===== src/rtl/text_renderer.sv =====
// Text-mode pixel generator: cell counters -> VRAM -> font ROM -> serialiser with blinking block cursor.
// Fixed 3-cycle latency on every output; free-running pixel pipe with no stalls or backpressure.
module text_renderer #(
  parameter int          COLS = 80,
  parameter int          ROWS = 60,
  parameter int          AW   = 13,
  parameter logic [23:0] FG   = 24'hFFFFFF,
  parameter logic [23:0] BG   = 24'h000000
) (
  input  logic          clk,
  input  logic          reset_n,
  input  logic          de_in,
  input  logic          hs_in,
  input  logic          vs_in,
  output logic [AW-1:0] vram_ad,
  input  logic [7:0]    vram_dout,
  output logic [10:0]   font_ad,
  input  logic [7:0]    font_dout,
  input  logic [6:0]    cur_col,
  input  logic [5:0]    cur_row,
  input  logic          cur_en,
  output logic          de_out,
  output logic          hs_out,
  output logic          vs_out,
  output logic [23:0]   rgb
);

  localparam int CW = $clog2(COLS + 1);
  localparam int RW = $clog2(ROWS + 1);
  localparam logic [CW-1:0] COL_MAX  = CW'(COLS);
  localparam logic [RW-1:0] ROW_MAX  = RW'(ROWS);
  localparam logic [AW-1:0] ROW_STEP = AW'(COLS);

  typedef struct packed {
    logic       de;
    logic       hs;
    logic       vs;
    logic       live;
    logic       blank;
    logic       curs;
    logic [2:0] subx;
  } pipe_t;

  logic [2:0]    subx;
  logic [2:0]    suby;
  logic [CW-1:0] col;
  logic [RW-1:0] row;
  logic [AW-1:0] row_base;
  logic [4:0]    frame_cnt;
  logic          synced;
  logic          de_prev;
  logic          vs_prev;
  logic          vs_rise;
  logic          de_fall;
  logic          cur_hit;
  logic          pix;
  logic [2:0]    suby_d1;
  pipe_t         p0;
  pipe_t         p1;
  pipe_t         p2;

  assign vs_rise = vs_in & ~vs_prev;
  assign de_fall = ~de_in & de_prev;
  assign vram_ad = row_base + AW'(col);
  assign font_ad = {vram_dout, suby_d1};

  always_ff @(posedge clk or negedge reset_n) begin
    if (!reset_n) begin
      subx      <= '0;
      suby      <= '0;
      col       <= '0;
      row       <= '0;
      row_base  <= '0;
      frame_cnt <= '0;
      synced    <= 1'b0;
      de_prev   <= 1'b0;
      vs_prev   <= 1'b0;
    end else begin
      de_prev <= de_in;
      vs_prev <= vs_in;
      // Frame clear outranks both the pixel step and the line step.
      if (vs_rise) begin
        subx      <= '0;
        suby      <= '0;
        col       <= '0;
        row       <= '0;
        row_base  <= '0;
        frame_cnt <= frame_cnt + 5'd1;
        synced    <= 1'b1;
      end else if (synced) begin
        if (de_in) begin
          subx <= subx + 3'd1;
          if (subx == 3'd7 && col < COL_MAX)
            col <= col + 1'b1;
        end else if (de_fall) begin
          subx <= '0;
          col  <= '0;
          suby <= suby + 3'd1;
          if (suby == 3'd7 && row < ROW_MAX) begin
            row      <= row + 1'b1;
            row_base <= row_base + ROW_STEP;
          end
        end
      end
    end
  end

  assign cur_hit = cur_en & frame_cnt[4] &
                   (32'(col) == 32'(cur_col)) & (32'(row) == 32'(cur_row));

  always_comb begin
    p0       = '0;
    p0.de    = de_in;
    p0.hs    = hs_in;
    p0.vs    = vs_in;
    p0.live  = de_in & synced;
    p0.blank = (col >= COL_MAX) || (row >= ROW_MAX);
    p0.curs  = cur_hit;
    p0.subx  = subx;
  end

  // 7 - subx on a 3-bit index is its bitwise complement: MSB is the leftmost pixel.
  assign pix = font_dout[~p2.subx] ^ p2.curs;

  always_ff @(posedge clk or negedge reset_n) begin
    if (!reset_n) begin
      p1      <= '0;
      p2      <= '0;
      suby_d1 <= '0;
      de_out  <= 1'b0;
      hs_out  <= 1'b0;
      vs_out  <= 1'b0;
      rgb     <= '0;
    end else begin
      p1      <= p0;
      p2      <= p1;
      suby_d1 <= suby;
      de_out  <= p2.de;
      hs_out  <= p2.hs;
      vs_out  <= p2.vs;
      if (!p2.live)
        rgb <= '0;
      else if (p2.blank)
        rgb <= BG;
      else
        rgb <= pix ? FG : BG;
    end
  end

endmodule


===== config.mk =====
export PLATFORM = sky130hd
export DESIGN_NAME = text_renderer
export DESIGN_NICKNAME = d
export VERILOG_FILES = /design/src/rtl/text_renderer.sv
export SDC_FILE = /design/constraint.sdc
export NUM_CORES = 1
export LEC_CHECK = 0
export ABC_AREA = 1
export BUFFER_PORTS_ARGS = -buffer_cell sky130_fd_sc_hd__buf_2
export CORE_ASPECT_RATIO = 1.25
export CORE_MARGIN = 2
export CORE_UTILIZATION = 50
export DETAILED_ROUTE_END_ITERATION = 8
export PLACE_DENSITY_LB_ADDON = 0.12
export SYNTH_ARGS = -nofsm -noshare
export SYNTH_HDL_FRONTEND = slang
export SYNTH_SLANG_ARGS = --single-unit
export TNS_END_PERCENT = 10

===== constraint.sdc =====
create_clock -name clk -period 2.2 [get_ports clk]
set_input_delay 0.11 -clock clk [delete_from_list [all_inputs] [get_ports clk]]
set_output_delay 0.11 -clock clk [all_outputs]
set_load 0.05 [all_outputs]

==> results.cfg <==
[route]
drt_iter0_drc = 151
routed_wl_um = 6120
ant_nets = 0
route.vias.total = 2537
wl_per_cell_um = 11.7
drc = 0
firstDrtPassIters = 4
vias_per_cell = 4.87

[global_route]
met2_usage_pct = 32.0
grt_usage_pct = 18.1
grt_pass1_vias = 2361
grt_pass1_wl_um = 10300
grt.busiest_layer = met2
use_met3_pct = 4.78
grt_max_degree = 60
antenna_found_initial = 0
grt_overflow_total = 0
grtUsageMet1_pct = 20.8

[timing]
rsz0062_at_grt = false
setup_viol = 0
fin_tns_setup_ns = 0
max_freq_mhz = 489
maxSlewHeadroom_pct = 51.5
finalClockSkew_ns = 0.00634
period_needed_ns = 2.05
tightest_slew_ns = 0.727
hold_viol = 0
drv_slew = 0
fin_ws_ns = 0.154
fin_crit_sh_pct = 93.0

[synthesis]
synth_area_um2 = 3280
synth-seq-cells = 59
ys_warn_count = 0
synth-simple-area-share_pct = 24.1
synth_top_family_by_area = simple AND/OR/NAND/NOR gates
syn_nets = 433
syn_area_per_cell_um2 = 8.49
synthMuxAreaShare_pct = 0
synth-adder-area-share_pct = 4.58
yosysSeqAreaShare_pct = 45.1
yosys.area_share.xor_xnor_pct = 4.01
synth-compound-area-share_pct = 7.33
netlist_instances = 386
synth_cell_types = 34

[clock_tree]
clock_sinks = 59
clkTransAtPathRegs_ns = 0.07
cts_root_buf = clkbuf_8
numCtsBuffers = 9
clock_latency_ns = 0.34
cts.path.max_buffers = 2
cts_tree = yes
htreeDepth = 3

[finish]
fillers = 628
synthToLayoutAreaGrowth_pct = 14.0
final_cell_mix = 79 x nand2_1, 64 x buf_2, 59 x dfrtp_1
fin_cells = 521
multi_input_area_um2 = 1360
final_util_pct = 58.0
layout.cells.most_common = nand2_1
diodes = 0
nNetsFinal = 476
drive_gt1_share_pct = 26.0
regArea_um2 = 1480

[floorplan]
initial_utilization_pct = 50.9
die_h_um = 94.5
ios = 86
core_um2 = 6440
dieArea_um2 = 7220
rows = 33
die_x_um = 76.4

[run]
maxCapViolCount = 0

[setup_path]
endpoint_kind = primary output
cp_top_family = flip-flops
cp_slowest_cell = dfrtp_1
critPathArrivalTime_ns = 1.94
path_max_fanout = 7
path_buf_inv = 1
startpoint_type = flip-flop
setup.worst_path.class = flip-flop to primary output
cp.required_ns = 2.09
cpPeakStageDelay_ns = 0.48
crit_chain = ha_4, nand3_1, a21oi_4, nand2_1, xor2_1, buf_4

[placement]
place_inst = 501
port_buffers = 69
place_ws_ns = 0.426
hpwlAfterDp_um = 4410
gp_congestion = 0.781

[power_and_ir_drop]
power_density_nw_per_um2 = 1070
ir_drop_mv = 0.650
power.total_mw = 3.98
cellLeakagePower_nw = 1.96

[hold_path]
hold_path.class = primary input to flip-flop

[run_status]
status = completed
==> worst reg2reg max path, delay by kind of cell (launching register included) <==
family | cells | cell delay [ns]
AOI/OAI and AO/OA | 1 | 0.06
DFF | 1 | 0.39
adders and majority gates | 2 | 0.32
and+or+nand+nor | 4 | 0.52
buffers and inverters | 2 | 0.22
==> registers in the layout, summed over array words and instances (netlist names) <==
name and cells:
col 7, synced 1, row_base 9, de_out 1
hs_out 1, frame_cnt 5, suby_d1 3, vs_out 1
p2 9, suby 3, rgb 1, subx 3
p1 9, row 6
==> metrics by stage <==
stage | cell area, um^2 | hold slack (ns)
2_1_floorplan | 3280 | -0.186
3_3_place_gp | 3440 | 0.219
3_5_place_dp | 3440 | 0.220
4_1_cts | 3680 | 0.115
5_1_grt | 3730 | 0.148
6_report | 3730 | 0.122
==> per-layer routing <==
layer  wire length (um)  vias to the layer above  part of all wire [%]
li1                   -                     1294                     -
met1               2730                     1168                    45
met2               3010                       65                    49
met3                278                       10                   4.5
met4                101                        0                   1.7
met5                  0                        -                     0
==> synth_stat cells, drive strengths merged <==
master	count	area share (%)
a21oi	17	2.9
buf	40	9.1
clkbuf	4	0.50
clkinv	1	0.11
dfrtp	59	45
ha	12	4.6
inv	45	5.2
nand2	84	10
nand3	35	5.7
nand3b	1	0.23
nand4	15	2.9
nor2	27	3.7
nor3	3	0.61
o211ai	1	0.23
o21a	1	0.23
o21ai	19	3.1
o22ai	3	0.57
o31ai	1	0.23
or2	3	0.57
xnor2	6	1.6
xor2	9	2.4
==> cells by family (layout without fill, tap and decap cells) <==
| family | count (synthesis) | in the layout |
|---|---|---|
| and+or+nand+nor | 168 | 168 |
| buffers and inverters | 90 | 138 |
| DFF | 59 | 59 |
| AOI/OAI and AO/OA | 42 | 42 |
| xor gates and xnor gates | 15 | 15 |
| adders and majority gates | 12 | 12 |
==> repair_timing <==
item | in CTS | in global routing
hold buffers | 4 | 0
endpoints found under the setup margin | 0 | 5
buffers inserted | 0 | 0
endpoints found under the hold margin | 62 | 0
resized for setup | 0 | 13
==> final timing paths <==
kind | slack, ns | cells past startpoint | endpoint | startpoint
min in group asynchronous | 0.45 | 3 | suby_d1[0] | reset_n
hold / removal | 0.12 | 5 | p1[3] | cur_en
hold reg to reg | 0.35 | 0 | p2[7] | p1[7]
setup / recovery | 0.15 | 6 | vram_ad[12] | row_base[6]
max in group asynchronous | 1.26 | 3 | rgb[22] | reset_n
setup reg to reg | 0.59 | 9 | row[4] | suby[0]
==> power by group <==
| part | internal, mW | leakage, nW | switching (mW) |
|---|---|---|---|
| clock | 0.529 | 0.0962 | 0.454 |
| sequential | 1.27 | 0.756 | 0.208 |
| combinational | 0.379 | 1.10 | 1.14 |
==> layout make-up <==
type | instances | share of cell area (%)
clock buffer | 9 | 3.32
sequential | 59 | 39.5
timing repair buffer | 76 | 11.3
tap | 87 | 2.91
inverter | 46 | 4.62
clock inverter | 7 | 2.04
multi-input combinational | 237 | 36.3
Note: power is estimated with default switching activity, not from simulation.
